==> src/rtl/ff_pkg.sv <==
// Shared constants and helpers for the ff_pipe register pipeline.
package ff_pkg;

    localparam int MAX_DEPTH = 16;

    // Bits needed to hold a stage count in the range 0..depth inclusive.
    function automatic int cnt_w(input int depth);
        return $clog2(depth + 1);
    endfunction

endpackage

==> src/rtl/ff_stage.sv <==
// One pipeline stage: a valid bit and a data word with enable, flush and sync reset.
module ff_stage #(
    parameter int                WIDTH        = 8,
    parameter logic [WIDTH-1:0]  RST_VAL      = '0,
    parameter bit                ZERO_INVALID = 1'b0
) (
    input  logic             clk,
    input  logic             reset,
    input  logic             en,
    input  logic             flush,
    input  logic             in_valid,
    input  logic [WIDTH-1:0] in_data,
    output logic             out_valid,
    output logic [WIDTH-1:0] out_data
);

    always_ff @(posedge clk) begin
        if (!reset) begin
            out_valid <= 1'b0;
            out_data  <= RST_VAL;
        end else if (flush) begin
            out_valid <= 1'b0;
            out_data  <= RST_VAL;
        end else if (en) begin
            out_valid <= in_valid;
            // Substituting RST_VAL keeps unknown data on invalid cycles out of the pipe.
            out_data  <= (ZERO_INVALID && !in_valid) ? RST_VAL : in_data;
        end
    end

endmodule

==> src/rtl/ff_pipe.sv <==
// DEPTH-stage valid/data register pipeline with stall, flush and occupancy count.
// in_valid qualifies in_data; there is no ready, en is the only way to stall the pipe.
module ff_pipe
    import ff_pkg::*;
#(
    parameter int               WIDTH        = 8,
    parameter int               DEPTH        = 4,
    parameter logic [WIDTH-1:0] RST_VAL      = '0,
    parameter bit               ZERO_INVALID = 1'b0
) (
    input  logic                      clk,
    input  logic                      reset,
    input  logic                      en,
    input  logic                      flush,
    input  logic                      in_valid,
    input  logic [WIDTH-1:0]          in_data,
    output logic                      out_valid,
    output logic [WIDTH-1:0]          out_data,
    output logic [cnt_w(DEPTH)-1:0]   count
);

    localparam int CW = cnt_w(DEPTH);

    logic [DEPTH-1:0] v;
    logic [WIDTH-1:0] d [DEPTH];

    for (genvar gi = 0; gi < DEPTH; gi++) begin : g_stage
        if (gi == 0) begin : g_head
            ff_stage #(
                .WIDTH        (WIDTH),
                .RST_VAL      (RST_VAL),
                .ZERO_INVALID (ZERO_INVALID)
            ) u_stage (
                .clk       (clk),
                .reset     (reset),
                .en        (en),
                .flush     (flush),
                .in_valid  (in_valid),
                .in_data   (in_data),
                .out_valid (v[gi]),
                .out_data  (d[gi])
            );
        end else begin : g_body
            // Upstream data is already cleaned when invalid, so no substitution here.
            ff_stage #(
                .WIDTH        (WIDTH),
                .RST_VAL      (RST_VAL),
                .ZERO_INVALID (1'b0)
            ) u_stage (
                .clk       (clk),
                .reset     (reset),
                .en        (en),
                .flush     (flush),
                .in_valid  (v[gi-1]),
                .in_data   (d[gi-1]),
                .out_valid (v[gi]),
                .out_data  (d[gi])
            );
        end
    end

    assign out_valid = v[DEPTH-1];
    assign out_data  = d[DEPTH-1];

    // Incremental popcount: one word enters, one leaves, or both (no change).
    always_ff @(posedge clk) begin
        if (!reset) begin
            count <= '0;
        end else if (flush) begin
            count <= '0;
        end else if (en) begin
            case ({in_valid, v[DEPTH-1]})
                2'b10:   count <= count + CW'(1);
                2'b01:   count <= count - CW'(1);
                default: count <= count;
            endcase
        end
    end

endmodule

==> config.mk <==
export PLATFORM = sky130hd
export DESIGN_NAME = ff_pipe
export DESIGN_NICKNAME = d
export VERILOG_FILES = /design/src/rtl/ff_pkg.sv /design/src/rtl/ff_stage.sv /design/src/rtl/ff_pipe.sv
export SDC_FILE = /design/constraint.sdc
export NUM_CORES = 1
export LEC_CHECK = 0
export CAP_MARGIN = 20
export CORE_ASPECT_RATIO = 0.9
export CORE_UTILIZATION = 52
export CTS_BUF_LIST = sky130_fd_sc_hd__clkbuf_4
export DETAILED_ROUTE_END_ITERATION = 12
export PLACE_DENSITY = 0.89
export SYNTH_ARGS = -nofsm -noshare
export SYNTH_HDL_FRONTEND = slang
export SYNTH_SLANG_ARGS = --single-unit
==> constraint.sdc <==
create_clock -name clk -period 2.4 [get_ports clk]
set_input_delay 0.24 -clock clk [delete_from_list [all_inputs] [get_ports clk]]
set_output_delay 0.24 -clock clk [all_outputs]
set_load 0.005 [all_outputs]
# After elaboration in Yosys (flattened, before gate mapping)
# Index checks and enable logic that the tools add are counted.
classes:
  mul: 0
  n_bitwise: 1
  addsub: 2
  magnitude_cmp: 0
  muxes: 1
  n_reduce_logical: 3
  div_mod_pow: 0
  n_eq_ne: 2
  shift: 0
op_table:
  columns: ["operator", "count"]
  rows:
  - ["one-hot mux 3 bit (2 select lines)", 1]
  - ["adder 3 x 1 -> 3 bit (second input constant)", 1]
  - ["subtractor 3 x 1 -> 3 bit (second input constant)", 1]
  - ["equality test 2 x 1 -> 1 bit (second input constant)", 1]
  - ["equality test 2 bit (second input constant)", 1]
  - ["AND reduction 2 bit", 1]
  - ["nonzero test 2 bit", 1]
  - ["OR reduction 2 bit", 1]
  - ["NOT 1 bit", 1]
word_totals:
  output_inout_bits: 12
  elab_cells: 18
  inputBits: 13
  memories: 0
  ramBits: 0
  rom_bits: 0
  latch_bits: 0
  regBits: 39

# Depth between registers and ports, before layout
logic_depth:
  ltp_word: 3
  mapped_depth: 6
  depth_no_buf: 6

# Modules after synthesis
# From an unflattened synthesis, not the netlist that was laid out.
unflattened:
  cells_unflattened: 138
  hier_area_um2: 1481.4
modules_own_cells:
  columns: ["mod", "instances", "cells_each", "area_each_um2", "seq_area_each_um2"]
  rows:
  - ["ff_stage", 4, 30, 326.6, 180.2]
  - ["ff_pipe", 1, 18, 175.2, 60.1]

# Worst setup path before layout
# Ideal clock, no wire load.
synth_timing:
  kind: "register to register"
  start: "register g_stage[3].g_body.u_stage.out_valid"
  end: "register count[2]"
  setup_slack_ns: 0.885
  period_less_slack_ns: 1.515
  n_path_buf: 0
  stages_incl_launch_ff: 6
  required_ns: 2.330
  setup_time_ns: 0.070
  arrival_ns: 1.445
  cell_sequence: "dfxtp_1 > ha_1 > fa_1 > xnor2_1 > or3_1 > a21oi_1"
synth_via:
  elab_chain_cells: 3
  word_cells_on_any_way: 5
  cone_classes: "2 x eq/ne; 1 x mux; 2 x reduce/logical"
synth_lines:
  columns: ["item", "line", "rtl"]
  rows:
  - ["from (decl)", "ff_stage.sv:13", "output logic out_valid,"]
  - ["from (signal assigned)", "ff_stage.sv:25", "out_valid <= in_valid;"]
  - ["equality test 2 x 1 -> 1 bit / equality test 2 bit (equally long branches)", "ff_pipe.sv:72", "case ({in_valid, v[DEPTH-1]})"]
  - ["nonzero test 2 bit (no line)", null, null]
  - ["AND reduction 2 bit (no line)", null, null]
  - ["to (signal assigned)", "ff_pipe.sv:73", "2'b10: count <= count + CW'(1);"]
  - ["to (signal assigned)", "ff_pipe.sv:74", "2'b01: count <= count - CW'(1);"]
  - ["to (signal assigned)", "ff_pipe.sv:75", "default: count <= count;"]
  - ["to (decl)", "ff_pipe.sv:19", "output logic [cnt_w(DEPTH)-1:0] count"]
# Several ways; a longest one is shown, not always the timed one.
# A chain may end at the register's enable or synchronous reset.

# Worst setup path in the final report
layout_timing:
  start: "input port in_valid"
  end: "register count[2]"
layout_via:
  elab_chain_cells: 3
  word_cells_on_any_way: 5
  cone_classes: "2 x eq/ne; 1 x mux; 2 x reduce/logical"
layout_lines:
  columns: ["item", "line", "rtl"]
  rows:
  - ["from (decl)", "ff_pipe.sv:15", "input logic in_valid,"]
  - ["equality test 2 x 1 -> 1 bit / equality test 2 bit (equally long branches)", "ff_pipe.sv:72", null]
  - ["nonzero test 2 bit (no line)", null, null]
  - ["AND reduction 2 bit (no line)", null, null]
# Several ways; a longest one is shown, not always the timed one.

==> run summary <==
Crit Path Class -> in2reg
Critical Path AT -> 1.96 ns
max-cap viol count -> 0
share of the synthesized area in the top cell type -> 51.9%
DRC viols -> 0
CTS Buffer Depth -> 2
status -> complete, no violations
Max-slew headroom -> 64.9%
Finish-stage setup viols -> 0
RSZ-0062 raised after global routing -> false
share of cells above drive strength 1 -> 6.25%
Netlist Area Pre-Place -> 1500 um2
CTS tree -> yes
Inserted Clock Buffers -> 5
HP Class -> in2reg
Starting Density -> 54.7%
drt first pass iters -> 4
final WL -> 2.22 mm
total grt overflow -> 0
synth cell count leaders -> dfxtp_1, nor2_1, mux2i_1
synthesis-to-layout area growth -> 16.4%
Synth area leader -> dfxtp_1
Root Driver -> clkbuf_4
worst slew pin tran -> 0.526 ns
Final nets -> 174
Placer Congestion -> 0.691
yosys synthesis warning count -> 0
Fmax -> 0.594 GHz
multi-input logic area -> 601 um2
Avg Cell Area, Syn -> 10.6 um2
Lkg Pwr -> 0.723 nW
Hold Vio Cnt, Final -> 0
Die Area -> 3110 um2
Fin Setup TNS -> 0 ns
Worst Path Max Fanout -> 2
Power Density -> 600 nW/um2
worst skew pair latency -> 0.33 ns
Place WS -> 0.352 ns
Clk pin slew, worst setup/hold paths -> 0.10 ns
port bufs -> 24
Tcrit/Tclk final -> 70.1%
Syn Inst Count -> 142
Ant. Diodes -> 0
Seq cells post-synth -> 39
routed vias/inst -> 4.78
CP endpoint kind -> flop
sequential area share after synthesis -> 51.9%
Row Count -> 18
vias in the first global route -> 869
Final ANT Viol Nets -> 0
maximum VDD drop -> 0.000394 V
Synth cell types -> 17
Post-CTS Setup Bufs -> 0
pin count of the biggest net entering global routing -> 40
Worst Slack Setup Final -> 0.717 ns
CTS sink cnt -> 39
Ports -> 25
DR WL/cell -> 11.1 um
fillcell total -> 235
hold buffer count at cts -> 0
Clock H-tree levels -> 2
CORE AREA -> 2750 um2
CP required -> 2.67 ns
Tmin final -> 1.68 ns
initial antenna violation count -> 0
ranking of synthesized cells by area -> dfxtp_1, mux2i_1, nor2_1, buf_4, buf_6
ys async rst share -> 0%
clk_skew -> 0.00549 ns
hpwl dp -> 1.57 mm
die height -> 53.0 um
Main synth FF type -> dfxtp_1
GRT Resource Usage Total -> 17.1%
EDFF count, synth -> 0
Worst setup SP type -> input pin
Post-CTS Resized -> 0
Slew Viols, Final -> 0
first-pass GRT wire length -> 3.77 mm
Starting DRT DRC Count -> 48
chip width -> 58.7 um
register area -> 781 um2
vias -> 956
most frequent cell after synthesis -> dfxtp_1
syn nets -> 157
[flip-flops by register name (all words and copies together), names as in the netlist]
signal                            cells
count                                 3
g_stage.g_body.u_stage.out_data      24
g_stage.g_body.u_stage.out_valid      3
g_stage.g_head.u_stage.out_data       8
g_stage.g_head.u_stage.out_valid      1
[routing by layer]
layer | track usage [%] | vias to the layer above | part of all wire [%]
li1 | - | 490 | -
met1 | 18.7 | 442 | 45
met2 | 28.5 | 18 | 48
met5 | 0 | - | 0
met4 | 8.33 | 0 | 2.3
met3 | 7.33 | 6 | 4.1
[metrics by stage]
step	cell area [um2]	util (%)	cells	power [mW]	hold WS [ns]
after floorplan	1500	-	142	0.727	0.387
after global placement	1700	61.8	192	0.750	0.468
after detailed placement	1700	61.8	192	0.752	0.481
after CTS	1750	63.7	200	1.06	0.446
after global routing	1750	63.7	200	1.09	0.462
final	1750	63.7	200	1.05	0.457
[critical path, cell delays in order]
cell and delay, ns:
clkdlybuf4s50_1 0.48, inv_1 0.05, ha_1 0.22, fa_1 0.38, xnor2_1 0.14, or3_1 0.31, a21oi_1 0.14
[path summary, 6_finish.rpt]
kind                                  startpoint                               endpoint  slack, ns  depth (start not counted)
max                                     in_valid                               count[2]       0.72                          7
min                                           en  g_stage[0].g_head.u_stage.out_data[4]       0.46                          3
max reg2reg  g_stage[3].g_body.u_stage.out_valid                               count[2]       0.81                          5
min reg2reg                             count[2]                               count[2]       0.49                          2
[placed cells by master (no fill, tap or decap)]
cell type        Yosys  routed
nand2_1              2       2
buf_12               0       1
buf_4                9       1
o21ai_0              1       1
nor2_1              37      37
fa_1                 1       1
ha_1                 1       1
nand2b_1             2       2
clkinv_1             0       2
dfxtp_1             39      39
clkdlybuf4s50_1      0      23
and2b_4              1       1
or3_1                1       1
buf_2                2       1
a21oi_1              2       2
mux2i_1             36      36
clkbuf_4             0       6
inv_1                1       1
xnor2_1              2       2
[kinds of logic after synthesis]
group	Yosys count	synth area share [%]
adder cells (fa/ha/maj)	2	2.16
buffers and inverters	17	8.15
XOR/XNOR	2	1.16
AND/OR/NAND/NOR	43	11.6
flip-flops	39	51.9
AO/OA/AOI/OAI	3	0.998
multiplexers	36	24.0
[report_power, final]
group | total, mW | internal (mW) | switching, mW | leakage [nW]
clock | 0.314 | 0.120 | 0.194 | 0.0307
combinational | 0.0783 | 0.0434 | 0.0349 | 0.377
sequential | 0.658 | 0.654 | 0.00418 | 0.315
[final cells by class]
class | instances | area share (%)
clock buffers | 6 | 2.57
clock inverters | 2 | 0.429
inverters | 1 | 0.214
multi-input cells | 86 | 34.3
flip-flops and latches | 39 | 44.6
well taps | 40 | 2.86
repair buffers | 26 | 15.0
Note: power is estimated with default switching activity, not from simulation.
